===== config.mk =====
export PLATFORM = sky130hd
export DESIGN_NAME = hazard_ctrl
export DESIGN_NICKNAME = d
export VERILOG_FILES = /design/src/rtl/hazard_ctrl_pkg.sv /design/src/rtl/hazard_ctrl_sat_counter.sv /design/src/rtl/hazard_ctrl.sv
export SDC_FILE = /design/constraint.sdc
export NUM_CORES = 1
export LEC_CHECK = 0
export ABC_CLOCK_PERIOD_IN_PS = 5800
export CAP_MARGIN = 20
export CORE_UTILIZATION = 30
export DETAILED_ROUTE_END_ITERATION = 8
export DONT_BUFFER_PORTS = 1
export GPL_TIMING_DRIVEN = 0
export SKIP_LAST_GASP = 1
export SLEW_MARGIN = 5
export SYNTH_ARGS = -nofsm -noshare
export SYNTH_HDL_FRONTEND = slang
export SYNTH_SLANG_ARGS = --single-unit

===== constraint.sdc =====
create_clock -name clk -period 5.8 [get_ports clk]
set_clock_uncertainty 0.1 [all_clocks]
set_input_delay 0.87 -clock clk [delete_from_list [all_inputs] [get_ports clk]]
set_output_delay 0.87 -clock clk [all_outputs]
set_load 0.01 [all_outputs]

===== src/rtl/hazard_ctrl_pkg.sv =====
// Shared types and constants for the pipeline hazard controller:
// FSM encoding, forward-select codes and the forwarding priority rule.
package hazard_ctrl_pkg;

  typedef enum logic [1:0] {
    ST_RUN      = 2'b00,
    ST_MEM_WAIT = 2'b01,
    ST_TIMEOUT  = 2'b10
  } hz_state_e;

  localparam logic [1:0] FWD_RF  = 2'b00;
  localparam logic [1:0] FWD_MEM = 2'b01;
  localparam logic [1:0] FWD_WB  = 2'b10;

  localparam int DEFAULT_WAIT_LIMIT = 255;

  // EX/MEM holds the younger result, so it wins when both stages match.
  function automatic logic [1:0] fwd_select(
    input logic       mem_we,
    input logic [4:0] mem_rd,
    input logic       wb_we,
    input logic [4:0] wb_rd,
    input logic [4:0] rs
  );
    logic [1:0] sel;
    if (mem_we && (mem_rd != 5'd0) && (mem_rd == rs)) begin
      sel = FWD_MEM;
    end else if (wb_we && (wb_rd != 5'd0) && (wb_rd == rs)) begin
      sel = FWD_WB;
    end else begin
      sel = FWD_RF;
    end
    return sel;
  endfunction

endpackage


===== src/rtl/hazard_ctrl_sat_counter.sv =====
// Saturating up-counter with asynchronous active-low clear.
module sat_counter #(
  parameter int W = 32
) (
  input  logic         clk,
  input  logic         clr_n,
  input  logic         inc,
  output logic [W-1:0] count
);

  logic [W-1:0] count_r;

  // Count up on inc and hold at all-ones instead of wrapping.
  always_ff @(posedge clk or negedge clr_n) begin
    if (!clr_n) begin
      count_r <= '0;
    end else if (inc && (count_r != {W{1'b1}})) begin
      count_r <= count_r + W'(1);
    end else begin
      count_r <= count_r;
    end
  end

  assign count = count_r;

endmodule


===== src/rtl/hazard_ctrl.sv =====
// Pipeline hazard controller: memory-wait freeze with timeout, branch/jump
// redirect, load-use bubble, operand forwarding and stall/flush counters.
module hazard_ctrl
  import hazard_ctrl_pkg::*;
#(
  parameter int WAIT_LIMIT = DEFAULT_WAIT_LIMIT,
  parameter int CNT_W      = 32
) (
  input  logic             clk,
  input  logic             reset_n,
  input  logic [4:0]       id_rs1,
  input  logic [4:0]       id_rs2,
  input  logic             id_use_rs1,
  input  logic             id_use_rs2,
  input  logic [4:0]       ex_rd,
  input  logic             ex_RegWrite,
  input  logic             ex_MemRead,
  input  logic [4:0]       mem_rd,
  input  logic             mem_RegWrite,
  input  logic             mem_MemRead,
  input  logic             mem_MemWrite,
  input  logic             mem_Branch,
  input  logic             mem_branchAlu,
  input  logic             mem_Jump,
  input  logic [4:0]       wb_rd,
  input  logic             wb_RegWrite,
  input  logic             dmem_ready,
  output logic             pc_en,
  output logic             if_id_en,
  output logic             id_ex_en,
  output logic             ex_mem_en,
  output logic             mem_wb_en,
  output logic             if_id_flush,
  output logic             id_ex_flush,
  output logic             ex_mem_flush,
  output logic             mem_wb_flush,
  output logic             pc_redirect,
  output logic [1:0]       fwd_a,
  output logic [1:0]       fwd_b,
  output logic             mem_timeout,
  output logic [CNT_W-1:0] stall_cnt,
  output logic [CNT_W-1:0] flush_cnt
);

  localparam int WAIT_W = (WAIT_LIMIT > 1) ? $clog2(WAIT_LIMIT) : 1;
  localparam logic [WAIT_W-1:0] WAIT_LAST = WAIT_W'(WAIT_LIMIT - 1);

  hz_state_e         state_r;
  logic [WAIT_W-1:0] wait_cnt_r;
  logic              mem_timeout_r;

  logic mem_access_s;
  logic freeze_raw_s;
  logic freeze_s;
  logic redirect_s;
  logic hazard_s;
  logic load_use_s;

  assign mem_access_s = mem_MemRead | mem_MemWrite;

  // Freeze request as a function of FSM state and the live memory handshake.
  always_comb begin
    freeze_raw_s = 1'b0;
    case (state_r)
      ST_RUN:      freeze_raw_s = mem_access_s & ~dmem_ready;
      ST_MEM_WAIT: freeze_raw_s = ~dmem_ready;
      ST_TIMEOUT:  freeze_raw_s = 1'b1;
      default:     freeze_raw_s = 1'b1;
    endcase
  end

  // Reset forces the normal pass-through pattern, so a pending wait leaves no residue.
  assign freeze_s   = reset_n & freeze_raw_s;
  assign redirect_s = reset_n & ~freeze_s & (mem_Jump | (mem_Branch & mem_branchAlu));
  assign hazard_s   = ex_MemRead & (ex_rd != 5'd0) &
                      ((id_use_rs1 & (id_rs1 == ex_rd)) | (id_use_rs2 & (id_rs2 == ex_rd)));
  assign load_use_s = reset_n & ~freeze_s & ~redirect_s & hazard_s;

  // Stage enables and flushes, priority freeze > redirect > load-use > normal.
  always_comb begin
    pc_en        = 1'b1;
    if_id_en     = 1'b1;
    id_ex_en     = 1'b1;
    ex_mem_en    = 1'b1;
    mem_wb_en    = 1'b1;
    if_id_flush  = 1'b0;
    id_ex_flush  = 1'b0;
    ex_mem_flush = 1'b0;
    mem_wb_flush = 1'b0;
    pc_redirect  = 1'b0;
    if (freeze_s) begin
      pc_en        = 1'b0;
      if_id_en     = 1'b0;
      id_ex_en     = 1'b0;
      ex_mem_en    = 1'b0;
      mem_wb_en    = 1'b0;
      mem_wb_flush = 1'b1;
    end else if (redirect_s) begin
      pc_redirect  = 1'b1;
      if_id_flush  = 1'b1;
      id_ex_flush  = 1'b1;
      ex_mem_flush = 1'b1;
    end else if (load_use_s) begin
      pc_en       = 1'b0;
      if_id_en    = 1'b0;
      id_ex_flush = 1'b1;
    end else begin
      pc_redirect = 1'b0;
    end
  end

  // Memory-wait FSM with bounded wait and sticky timeout.
  always_ff @(posedge clk or negedge reset_n) begin
    if (!reset_n) begin
      state_r       <= ST_RUN;
      wait_cnt_r    <= '0;
      mem_timeout_r <= 1'b0;
    end else begin
      case (state_r)
        ST_RUN: begin
          wait_cnt_r <= '0;
          if (mem_access_s && !dmem_ready) begin
            state_r <= ST_MEM_WAIT;
          end
        end
        ST_MEM_WAIT: begin
          if (dmem_ready) begin
            state_r    <= ST_RUN;
            wait_cnt_r <= '0;
          end else if (wait_cnt_r == WAIT_LAST) begin
            state_r       <= ST_TIMEOUT;
            wait_cnt_r    <= '0;
            mem_timeout_r <= 1'b1;
          end else begin
            wait_cnt_r <= wait_cnt_r + WAIT_W'(1);
          end
        end
        ST_TIMEOUT: begin
          wait_cnt_r    <= '0;
          mem_timeout_r <= 1'b1;
        end
        default: begin
          state_r       <= ST_TIMEOUT;
          wait_cnt_r    <= '0;
          mem_timeout_r <= 1'b1;
        end
      endcase
    end
  end

  assign mem_timeout = mem_timeout_r;

  assign fwd_a = fwd_select(mem_RegWrite, mem_rd, wb_RegWrite, wb_rd, id_rs1);
  assign fwd_b = fwd_select(mem_RegWrite, mem_rd, wb_RegWrite, wb_rd, id_rs2);

  sat_counter #(.W(CNT_W)) u_stall_cnt (
    .clk   (clk),
    .clr_n (reset_n),
    .inc   (freeze_s | load_use_s),
    .count (stall_cnt)
  );

  sat_counter #(.W(CNT_W)) u_flush_cnt (
    .clk   (clk),
    .clr_n (reset_n),
    .inc   (redirect_s),
    .count (flush_cnt)
  );

  logic unused_s;
  assign unused_s = ex_RegWrite;

endmodule


### Yosys cells after proc, flatten, opt, wreduce, memory -nomap -nowiden

Cells that the tools add are included.
Widths: inputs -> output; s select.

| storage, ports and cells | value |
|---|---|
| register bits | 75 |
| output and inout bits | 79 |

| cells by class | value |
|---|---|
| equal/unequal tests | 15 |
| $add $sub $neg | 3 |
| bitwise logic cells | 20 |
| reductions and logical operators | 16 |
| multiplexer cells | 25 |

Operators with widths:

| operator | count |
|---|---|
| $add 32x1->32 const B | 2 |
| $ne 32x32->1 const B | 2 |
| $eq 5x5->1 | 6 |
| $mux 8 | 3 |
| $reduce_bool 5->1 | 3 |
| $mux 2 | 7 |
| $mux 1 | 12 |
| $and 1x1->1 | 11 |
| $logic_and 1x1->1 | 9 |
| $add 8x1->8 const B | 1 |
| $eq 8x8->1 const B | 1 |
| $ne 2x2->1 const B | 3 |
| $pmux 2 s3 | 1 |
| $reduce_and 3->1 | 2 |
| $not 1->1 | 5 |
| $or 1x1->1 | 4 |
| $pmux 1 s2 | 2 |
| $ne 3x3->1 const B | 1 |
| $eq 2x1->1 const B | 1 |
| $eq 2x2->1 const B | 1 |
| $logic_not 2->1 | 1 |
| $logic_not 1->1 | 1 |

### Depth between registers and ports, before layout

Gate-level depths: netlist (run 1).

| logic depth | value |
|---|---|
| depth in word-level cells | 13 |
| mapped depth | 8 |
| mapped depth without buffers | 7 |

### Hierarchy

A second synthesis (run 1) with hierarchy kept.

| second synthesis, totals | value |
|---|---|
| cell total of the unflattened synthesis | 410 |
| area, all modules | 4232.8 sq um |

Modules (own cells, without submodules):

| module | cells each | area each (sq um) | instances |
|---|---|---|---|
| sat_counter | 151 | 1624.1 | 2 |
| hazard_ctrl | 108 | 984.7 | 1 |

### Worst setup path before layout (run 1)

Ideal clock, no wire load.

| timing | value |
|---|---|
| path kind | input to output |
| from | input mem_rd[1] |
| to | output fwd_a[1] |
| path slack | 2.667 ns |
| buffers on the path | 0 |
| data arrival time | 2.163 ns |
| cell stages on the path | 4 |
| cells stage by stage | or4_1 -> o21ai_0 -> nor4_1 -> nor4_1 |

| on the way | value |
|---|---|
| cells in the longest elaborated chain, start to end | 4 |
| elaborated cells on any way between the ends | 5 |
| classes of those cells | 1 x eq/ne; 1 x mux; 3 x reduce/logical |

Ends and longest elaborated chain:

| item | line | RTL |
|---|---|---|
| from (decl) | hazard_ctrl.sv:18 | `input logic [4:0] mem_rd,` |
| $reduce_bool 5->1 | hazard_ctrl_pkg.sv:26 | `if (mem_we && (mem_rd != 5'd0) && (mem_rd == rs)) begin` |
| $logic_and 1x1->1 | hazard_ctrl_pkg.sv:26 |  |
| $logic_and 1x1->1 * | hazard_ctrl_pkg.sv:26 |  |
| $mux 2 * | hazard_ctrl_pkg.sv:26 |  |
| to (decl) | hazard_ctrl.sv:38 | `output logic [1:0] fwd_a,` |

Mark *: on every way between the ends. The rest lies on a longest branch, timed or not.

### Worst setup path after layout (run 1)

| timing | value |
|---|---|
| from | input mem_MemWrite |
| to | output pc_en |

| on the way | value |
|---|---|
| cells in the longest elaborated chain, start to end | 13 |

Ends and longest elaborated chain:

| item | line | RTL |
|---|---|---|
| from (decl) | hazard_ctrl.sv:21 | `input logic mem_MemWrite,` |
| $or 1x1->1 * | hazard_ctrl.sv:59 | `assign mem_access_s = mem_MemRead \| mem_MemWrite;` |
| $and 1x1->1 * | hazard_ctrl.sv:65 | `ST_RUN: freeze_raw_s = mem_access_s & ~dmem_ready;` |
| $pmux 1 s2 * | hazard_ctrl.sv:64 | `case (state_r)` |
| $and 1x1->1 * | hazard_ctrl.sv:73 | `assign freeze_s = reset_n & freeze_raw_s;` |
| $not 1->1 | hazard_ctrl.sv:74, hazard_ctrl.sv:77 |  |
| $and 1x1->1 | hazard_ctrl.sv:74, hazard_ctrl.sv:77 |  |
| $and 1x1->1 | hazard_ctrl.sv:74 | `assign redirect_s = reset_n & ~freeze_s & (mem_Jump \| (mem_Branch & mem_branchAlu));` |
| $not 1->1 | hazard_ctrl.sv:77 | `assign load_use_s = reset_n & ~freeze_s & ~redirect_s & hazard_s;` |
| $and 1x1->1 (2 in a row) | hazard_ctrl.sv:77 |  |
| $mux 1 (2 in a row) | -- |  |
| $mux 1 * | -- |  |
| to (decl) | hazard_ctrl.sv:28 | `output logic pc_en,` |

Marks and branches as above.

==> results of run 1 <==
==> kinds of logic (layout without fill, tap and decap cells) <==
| kind of cell | count (synthesis) | count (layout) |
|---|---|---|
| DFF | 75 | 75 |
| muxes | 3 | 3 |
| AOI/OAI and AO/OA | 17 | 17 |
| xor gates and xnor gates | 97 | 97 |
| and+or+nand+nor | 169 | 169 |
| adders and majority gates | 4 | 4 |
| buffers and inverters | 19 | 35 |
==> area by class of cell <==
type | instances | area (um2)
fillers | 1288 | 8285
multi-input cells | 290 | 2028
flip-flops and latches | 75 | 1877
clock buffers | 10 | 239.0
well taps | 172 | 215.2
plain buffers | 10 | 73.82
clock inverters | 6 | 72.57
inverters | 9 | 33.78
==> routing by layer <==
| layer | GRT usage | routed length [um] | share of wire |
|---|---|---|---|
| met5 | 0 | 0 | 0 |
| met2 | 0.2221 | 4373 | 0.48 |
| met1 | 0.1604 | 3847 | 0.42 |
| met4 | 0.05929 | 177 | 0.019 |
| met3 | 0.05911 | 739 | 0.081 |
==> stage by stage <==
stage | setup slack, ns | power, mW | cells
floorplan | 2.667 | 0.6705 | 384
global placement | 2.440 | 0.6889 | 556
detailed placement | 2.405 | 0.6944 | 556
CTS | 2.392 | 1.281 | 572
global route | 2.288 | 1.316 | 572
finish | 2.406 | 1.262 | 572
==> state kept, by name, indices dropped and copies added, names as in the netlist <==
signal / flops
u_stall_cnt.count: 32
state_r: 2
mem_timeout: 1
wait_cnt_r: 8
u_flush_cnt.count: 32
==> where the power goes <==
part | leakage, nW | switching (mW) | internal [mW] | total, mW
Clock | 0.155 | 0.228 | 0.350 | 0.578
Sequential | 1.02 | 0.0456 | 0.547 | 0.593
Combinational | 0.671 | 0.0436 | 0.0484 | 0.0920
==> worst max-delay path by stage <==
stage | startpoint | end | cells after the start
floorplan | mem_rd[1] | fwd_a[1] | 4
global placement | mem_MemWrite | pc_en | 5
detailed placement | mem_MemWrite | pc_en | 5
CTS | mem_MemWrite | pc_en | 5
global route | mem_MemWrite | pc_en | 5
finish | mem_MemWrite | pc_en | 5
==> cells in the final DEF, fill, tap and decap left out, types with 6 or more instances in the layout <==
cell type / count
sky130_fd_sc_hd__dfrtp_1: 75
sky130_fd_sc_hd__xnor2_1: 72
sky130_fd_sc_hd__nand2_1: 32
sky130_fd_sc_hd__nand4_1: 27
sky130_fd_sc_hd__nand3_1: 26
sky130_fd_sc_hd__xor2_1: 25
sky130_fd_sc_hd__nor2_1: 25
sky130_fd_sc_hd__and3_1: 16
sky130_fd_sc_hd__inv_1: 9
sky130_fd_sc_hd__clkbuf_16: 9
sky130_fd_sc_hd__and4_1: 7
sky130_fd_sc_hd__or4_1: 6
==> impl_metrics.py, run 1 <==
metrics = {
    "outcome": {
        "status": "finished clean",
    },
    "clocking": {
        "cts.repair.resized": 0,
        "setup_fix_buffers_added_after_clock_tree_synthesis": 0,
        "ctsRootBufferMaster": "sky130_fd_sc_hd__clkbuf_16",
        "cts-root-to-sink-buffers": 2,
        "cts_hold_buffers": 0,
        "tritoncts.num_buffers": 9,
        "cts_htree_levels": 3,
        "cts.reportedPaths.clkPinSlew_ns": 0.06,
        "tritoncts": "done",
        "worst_skew_pair.late_latency_ns": 0.34,
        "tritoncts_num_sinks": 75,
    },
    "worst_setup_path": {
        "worstRegToRegCells": 6,
        "crit_family": "compound AO/OA/AOI/OAI gates",
        "worst_setup_path_start_kind": "input port",
        "critical_path_required_ns": 4.83,
        "rr_startpoint": "state_r[0]",
        "cp_cell_sequence": "nor3_2, o21a_1, inv_1, a41oi_1, buf_4",
        "critPathSlowestCell": "sky130_fd_sc_hd__a41oi_1",
        "critPathCaptureType": "output pin",
        "regToRegSetupSlack_ns": 3.28,
        "worstPathBufferInverterCount": 2,
        "arrival_time_of_data_at_the_critical_path_endpoint_ns": 2.42,
        "regToRegEndpoint": "u_stall_cnt.count[31]",
        "critPathMaxStageDelay_ns": 0.52,
        "path_class": "input port to output pin",
        "cp_max_fo": 5,
    },
    "layout": {
        "final_nets": 438,
        "finish.utilization": 0.3540,
        "layout-drive-gt1-share": 0.1100,
        "design_area_um2": 4539,
        "n_antenna_cell": 0,
        "area_delta_synth_final_pct": 13.13,
    },
    "synth": {
        "synth_area_leaders": "sky130_fd_sc_hd__dfrtp_1 (47%), sky130_fd_sc_hd__xnor2_1 (16%), sky130_fd_sc_hd__xor2_1 (5.5%)",
        "synth_area_um2": 4013,
        "ys_dominant_reg_cell": "sky130_fd_sc_hd__dfrtp_1",
        "synth_common_cells": "sky130_fd_sc_hd__dfrtp_1 (75), sky130_fd_sc_hd__xnor2_1 (72), sky130_fd_sc_hd__nand2_1 (32)",
        "postSynthNetCount": 427,
        "synth_compound_area_frac": 0.03243,
        "largest_family_of_logic_cells_by_synthesized_area": "simple AND/OR/NAND/NOR gates",
        "synth-xor-area-share": 0.2117,
        "synth.yosys.seq_area_share": 0.4677,
        "arithmetic_cell_share_of_the_synthesized_area_counting_full_adders_half_adders_and_majority_gates": 0.01247,
        "synth_simple_gate_area_share": 0.2395,
        "ys_ff_latch": 75,
        "ys_warn_count": 0,
        "synth_top_area_cell": "sky130_fd_sc_hd__dfrtp_1",
        "netlist_instances": 384,
        "post_synth.cell_area_avg_um2": 10.45,
        "yosys.cell_types.count": 47,
        "netlist.area_leader.share": 0.4677,
        "synth-edff-count": 0,
        "synthMostInstantiatedCell": "sky130_fd_sc_hd__dfrtp_1",
        "synthArstFlopShare": 1.000,
        "synth.mux.area_fraction": 0.009355,
    },
    "pwr": {
        "power_density_nw_per_um2": 278.1,
        "max-vdd-ir-drop_mv": 0.1172,
        "power.leakage_nw": 1.850,
    },
    "timing": {
        "hold_ws_ns": 0.1224,
        "timing.slew.headroom": 0.5357,
        "final_critical_period_ns": 3.394,
        "setup_violations": 0,
        "grt_setup_unrepaired": "false",
        "max_freq_mhz": 294.6,
        "finalCritPeriodShare": 0.5852,
        "fin_setup_tns_ns": 0,
        "final-hold-violation-count": 0,
        "max_slew_vio_count": 0,
        "timing_worst_slew_pin_value_ns": 0.6902,
    },
    "route": {
        "detailed_router_s_first_iteration_violation_count": 102,
        "viasPerCell": 5.063,
        "postRouteWirelength_mm": 9.138,
        "vias": 2896,
        "route.detailed.wl_per_inst_um": 15.98,
        "drtPass1Iterations": 4,
        "drc": 0,
        "antenna_left": 0,
    },
    "die": {
        "die_w_um": 117.7,
        "core_area_um2": 12820,
        "std_cell_rows": 41,
        "fp.dieArea_um2": 13840,
        "io_pins": 118,
        "initial_core_util": 0.3129,
        "dieHeight_um": 117.7,
    },
    "placement": {
        "detailed_place.area_um2": 4228,
        "hpwlAfterDp_mm": 6.829,
        "buffer_ports.inserted": 0,
        "final_wtd_congestion": 0.8383,
    },
    "global_route": {
        "grt_pass1_vias": 2987,
        "grt_use_total": 0.1383,
        "grt_antenna_before_repair": 0,
        "grt_remaining_overflow": 0,
        "grt_start_max_net_pins": 82,
        "grt_first_pass_wirelength_mm": 15.19,
    },
    "hold_path": {
        "tightest_hold_check_type": "input port to asynchronous set/reset pin",
    },
    "flow_run": {
        "cap_violations": 0,
    },
}
(Power assumes the default switching activity.)
==> inputs of run 2 (changes only) <==
ABC_CLOCK_PERIOD_IN_PS = 2970   (was 5800)
clock period = 2.97 ns   (was 5.8 ns; I/O delays follow)
==> run 2 against run 1 <==
Net effect:
- clock power grew 96%
- non-clock buffer count increased by 2
- combinational power up 120%
- flip-flop and latch count unchanged
- worst hold slack lost 0.029 ns
- die area is the same
- first-iteration DRC count rose by 2.0%
- critical endpoint unchanged
- largest power group unchanged
==> impl_metrics.py, run 2 (same netlist as run 1, synthesis figures left out) <==
metrics = {
    "timing": {
        "max_slew_vio_count": 0,
        "setup_violations": 0,
        "timing.slew.headroom": 0.5319,
        "finalCritPeriodShare": 0.9175,
        "grt_setup_unrepaired": "false",
        "fin_setup_tns_ns": 0,
        "final_critical_period_ns": 2.725,
        "max_freq_mhz": 367.0,
        "final-hold-violation-count": 0,
        "timing_worst_slew_pin_value_ns": 0.6957,
    },
    "layout": {
        "final_nets": 440,
        "n_antenna_cell": 0,
        "layout-drive-gt1-share": 0.1144,
        "mostFrequentLayoutCell": "sky130_fd_sc_hd__dfrtp_1",
        "layout.cells.most_common_list": "sky130_fd_sc_hd__dfrtp_1 (75), sky130_fd_sc_hd__xnor2_1 (72), sky130_fd_sc_hd__nand2_1 (32)",
        "area_delta_synth_final_pct": 14.25,
        "final-instance-count-excl-fill": 574,
    },
    "pwr": {
        "clkPwrFrac": 0.453,
        "power_spent_charging_and_discharging_nets_uw": 641.3,
        "p_int_mw": 1.851,
        "share_seq_of_total_power": 0.464,
        "combPwrFrac": 0.082,
        "power_density_nw_per_um2": 543.8,
        "p_sw_frac": 0.2573,
        "max-vdd-ir-drop_mv": 0.2293,
        "power.leakage_nw": 1.867,
    },
    "clocking": {
        "tritoncts": "done",
        "tritoncts_num_sinks": 75,
        "worst_skew_pair.late_latency_ns": 0.34,
        "cts_htree_levels": 3,
        "cts.reportedPaths.clkPinSlew_ns": 0.06,
        "tritoncts.num_buffers": 9,
        "cts-root-to-sink-buffers": 2,
        "ctsRootBufferMaster": "sky130_fd_sc_hd__clkbuf_16",
    },
    "die": {
        "io_pins": 118,
        "initial_core_util": 0.3129,
        "dieHeight_um": 117.7,
        "core_area_um2": 12820,
        "fp.dieArea_um2": 13840,
        "die_w_um": 117.7,
        "std_cell_rows": 41,
    },
    "global_route": {
        "grt_antenna_before_repair": 0,
        "grt_start_max_net_pins": 76,
        "grt_first_pass_wirelength_mm": 15.34,
        "grt_pass1_vias": 3004,
        "grt_use_total": 0.1399,
        "grt_remaining_overflow": 0,
    },
    "worst_setup_path": {
        "cp_cell_sequence": "nor3_2, o21a_1, inv_1, a41oi_2, buf_4",
        "crit_family": "compound AO/OA/AOI/OAI gates",
        "critPathMaxStageDelay_ns": 0.41,
        "cp.depth": 5,
        "critical_path_required_ns": 2.42,
        "critPathSlowestCell": "sky130_fd_sc_hd__dfrtp_1",
        "arrival_time_of_data_at_the_critical_path_endpoint_ns": 2.18,
        "critPathCaptureType": "output pin",
        "worst_setup_path_start_kind": "flop",
        "worstPathBufferInverterCount": 2,
        "path_class": "flop to output pin",
        "worstRegToRegCells": 6,
        "cp_max_fo": 5,
    },
    "route": {
        "postRouteWirelength_mm": 9.247,
        "drc": 0,
        "viasPerCell": 5.040,
        "vias": 2893,
        "drtPass1Iterations": 4,
        "antenna_left": 0,
        "route.detailed.wl_per_inst_um": 16.11,
        "detailed_router_s_first_iteration_violation_count": 104,
    },
    "flow_run": {
        "cap_violations": 0,
    },
    "hold_path": {
        "tightest_hold_check_type": "input port to flop",
        "worst_hold_path.num_cells": 1,
    },
    "placement": {
        "final_wtd_congestion": 0.8383,
        "dp_cells": 556,
        "buffer_ports.inserted": 0,
        "hpwlAfterDp_mm": 6.829,
    },
    "outcome": {
        "status": "finished clean",
    },
}
-- run 2: cell types whose count changed in the layout (fill, tap and decap cells not counted) --
cell | before | now
sky130_fd_sc_hd__a41oi_1 | 1 | 0
sky130_fd_sc_hd__a41oi_2 | 0 | 1
sky130_fd_sc_hd__buf_16 | 0 | 1
sky130_fd_sc_hd__dlygate4sd3_1 | 0 | 1
-- run 2: stage by stage --
step           instance area [um2]    util  setup slack [ns]  hold slack (ns)  power (mW)
2_1_floorplan                 4013       -            0.6857          0.04991       1.309
3_3_place_gp                  4228  0.3297            0.4586          0.05176       1.345
3_5_place_dp                  4228  0.3297            0.4235          0.05151       1.356
4_1_cts                       4577  0.3569           0.04588          0.07762       2.528
5_1_grt                       4584  0.3575            0.1062          0.07999       2.599
6_report                      4584  0.3575            0.2449          0.09366       2.493
-- run 2: metal layers --
metal  vias up  wire length, um  global-route usage
met4         0              180             0.05929
met2       107             4401              0.2254
met1      1400             3902              0.1625
met5         -                0                   0
li1       1371                -                   -
met3        15              764             0.05862
-- run 2: cell type report --
type	count	area, um2
Buffer	10	73.82
Inverter	9	33.78
Clock inverter	6	72.57
Sequential cell	75	1877
Clock buffer	10	239.0
Timing Repair Buffer	2	37.54
Fill cell	1283	8240
Tap cell	172	215.2
Multi-Input combinational cell	290	2036
-- run 2: worst paths after layout --
| kind | slack, ns | end | from |
|---|---|---|---|
| min in group asynchronous | 0.55 | u_stall_cnt.count[16] | reset_n |
| max reg2reg | 0.58 | u_flush_cnt.count[27] | state_r[0] |
| max | 0.24 | pc_en | state_r[0] |
| min | 0.09 | state_r[0] | dmem_ready |
| max in group asynchronous | 1.89 | wait_cnt_r[7] | reset_n |
| min reg2reg | 0.39 | state_r[0] | state_r[1] |
-- run 2: what timing repair did --
| item | in CTS | in global routing |
|---|---|---|
| setup endpoints to repair | 0 | 1 |
| hold buffers | 2 | 0 |
| setup buffers | 0 | 0 |
| hold endpoints to repair | 75 | 0 |
| resized for setup | 0 | 1 |
-- run 2: power groups by stage --
stage / clock, mW / combinational (mW) / sequential, mW
5_1_grt: 1.20 / 0.231 / 1.16
3_3_place_gp: 0 / 0.170 / 1.17
6_report: 1.13 / 0.205 / 1.16
2_1_floorplan: 0 / 0.150 / 1.16
3_5_place_dp: 0 / 0.178 / 1.18
4_1_cts: 1.16 / 0.208 / 1.16
==> inputs of run 3 (changes only) <==
==> constraint.sdc (replaced) <==
create_clock -name clk -period 2.97 [get_ports clk]
set_clock_uncertainty 0.1 [all_clocks]
set_input_delay 0.594 -clock clk [delete_from_list [all_inputs] [get_ports clk]]
set_output_delay 0.594 -clock clk [all_outputs]
set_load 0.01 [all_outputs]
==> run 3 against run 2 <==
Net effect:
- sequential share of layout area is 0.078 points higher
- core utilization is 0.068 points lower
- flip-flop and latch count stayed put
- first-iteration DRC count is 13% lower
- via count is 0.35% higher
- wire length hardly changed
- non-clock buffer count is 1 lower
- worst hold slack worse by 0.064 ns
- combinational power hardly changed
- die area stayed put
- fmax is 0.11% lower
==> impl_metrics.py, run 3 (same netlist as run 1, synthesis figures left out) <==
metrics = {
    "pwr": {
        "power.leakage_nw": 1.864,
        "max-vdd-ir-drop_mv": 0.2296,
        "power_density_nw_per_um2": 544.5,
    },
    "global_route": {
        "grt_remaining_overflow": 0,
        "grt_antenna_before_repair": 0,
        "grt_use_total": 0.1399,
        "grt_pass1_vias": 3002,
        "grt_start_max_net_pins": 76,
        "grt_first_pass_wirelength_mm": 15.34,
    },
    "layout": {
        "design_area_um2": 4576,
        "layout-drive-gt1-share": 0.1172,
        "num-fill-cells": 1283,
        "layout.cells.most_common_list": "sky130_fd_sc_hd__dfrtp_1 (75), sky130_fd_sc_hd__xnor2_1 (72), sky130_fd_sc_hd__nand2_1 (32)",
        "area_delta_synth_final_pct": 14.03,
        "final_nets": 439,
        "n_antenna_cell": 0,
        "mostFrequentLayoutCell": "sky130_fd_sc_hd__dfrtp_1",
    },
    "timing": {
        "fin_setup_tns_ns": 0,
        "grt_setup_unrepaired": "false",
        "timing_worst_slew_pin_value_ns": 0.6905,
        "final_critical_period_ns": 2.728,
        "finalCritPeriodShare": 0.9186,
        "max_slew_vio_count": 0,
        "setup_violations": 0,
        "timing.slew.headroom": 0.5354,
        "max_freq_mhz": 366.5,
        "final-hold-violation-count": 0,
    },
    "die": {
        "io_pins": 118,
        "core_area_um2": 12820,
        "initial_core_util": 0.3129,
        "std_cell_rows": 41,
        "die_w_um": 117.7,
        "dieHeight_um": 117.7,
        "fp.dieArea_um2": 13840,
    },
    "worst_setup_path": {
        "regToRegSetupSlack_ns": 0.56,
        "cp_cell_sequence": "nor3_2, o21a_2, inv_1, a41oi_2, buf_4",
        "arrival_time_of_data_at_the_critical_path_endpoint_ns": 2.03,
        "critPathSlowestCell": "sky130_fd_sc_hd__dfrtp_1",
        "regToRegEndpoint": "u_flush_cnt.count[27]",
        "path_class": "flop to output pin",
        "rr_startpoint": "state_r[0]",
        "critPathCaptureType": "output pin",
        "worst_setup_path_start_kind": "flop",
        "cp_max_fo": 5,
        "worstPathBufferInverterCount": 2,
        "crit_family": "compound AO/OA/AOI/OAI gates",
        "critical_path_required_ns": 2.28,
        "critPathMaxStageDelay_ns": 0.41,
        "worstRegToRegCells": 6,
    },
    "route": {
        "route.detailed.wl_per_inst_um": 16.15,
        "highest_metal_layer_with_signal_wires": "met4",
        "routedLengthMet1_mm": 3.875,
        "detailed_router_s_first_iteration_violation_count": 90,
        "drtPass1Iterations": 4,
        "postRouteWirelength_mm": 9.255,
        "viasPerCell": 5.066,
        "drc": 0,
        "met2_length_mm": 4.392,
        "met3_wirelength_um": 792,
        "antenna_left": 0,
        "vias": 2903,
    },
    "clocking": {
        "worst_skew_pair.late_latency_ns": 0.34,
        "cts_htree_levels": 3,
        "setup_fix_buffers_added_after_clock_tree_synthesis": 0,
        "tritoncts": "done",
        "tritoncts.num_buffers": 9,
        "tritoncts_num_sinks": 75,
        "ctsRootBufferMaster": "sky130_fd_sc_hd__clkbuf_16",
        "cts-root-to-sink-buffers": 2,
        "cts.reportedPaths.clkPinSlew_ns": 0.06,
    },
    "placement": {
        "final_wtd_congestion": 0.8383,
        "buffer_ports.inserted": 0,
        "hpwlAfterDp_mm": 6.829,
        "detailed_place.area_um2": 4228,
    },
    "flow_run": {
        "cap_violations": 0,
    },
    "hold_path": {
        "tightest_hold_check_type": "input port to asynchronous set/reset pin",
    },
    "outcome": {
        "status": "finished clean",
    },
}
## run 3: power breakdown
group | switching (mW) | total (mW) | internal [mW]
Combinational | 0.105 | 0.204 | 0.0990
Sequential | 0.0890 | 1.16 | 1.07
Clock | 0.447 | 1.13 | 0.684
## run 3: per-layer routing
metal / global-route usage / vias to the layer above
met5: 0 / -
met4: 0.05929 / 0
met3: 0.05911 / 16
met2: 0.2257 / 112
met1: 0.1619 / 1407
li1: - / 1368
## run 3: cell type report
cell class                      instances  area [um2]  area share
Tap cell                              172       215.2     0.04703
Inverter                                9       33.78    0.007383
Clock inverter                          6       72.57     0.01586
Buffer                                 10       73.82     0.01613
Multi-Input combinational cell        290        2037      0.4452
Sequential cell                        75        1877      0.4102
Timing Repair Buffer                    1       27.53    0.006016
Clock buffer                           10       239.0     0.05223
## run 3: worst max path at each step
stage                to         start  slack (ns)  cells after the start
4_1_cts           pc_en    state_r[0]        0.07                      5
5_1_grt           pc_en    state_r[0]        0.11                      5
3_5_place_dp      pc_en  mem_MemWrite        0.13                      5
6_report          pc_en    state_r[0]        0.24                      5
2_1_floorplan  fwd_a[1]     mem_rd[1]        0.39                      4
3_3_place_gp      pc_en  mem_MemWrite        0.16                      5
## run 3: repair_timing
action | 4_1_cts | 5_1_grt
hold buffers | 1 | 0
setup endpoints to repair | 1 | 1
hold endpoints to repair | 75 | 0
gates resized for setup | 1 | 1
## run 3: through the flow
step	util	std cells	total power [mW]	hold WS, ns	setup slack (ns)
3_3_place_gp	0.3297	556	1.345	0.2003	0.1616
5_1_grt	0.3568	573	2.598	0.03887	0.1107
3_5_place_dp	0.3297	556	1.356	0.2000	0.1265
4_1_cts	0.3567	573	2.527	0.04995	0.06927
2_1_floorplan	-	384	1.309	0.1984	0.3887
6_report	0.3568	573	2.491	0.02927	0.2418
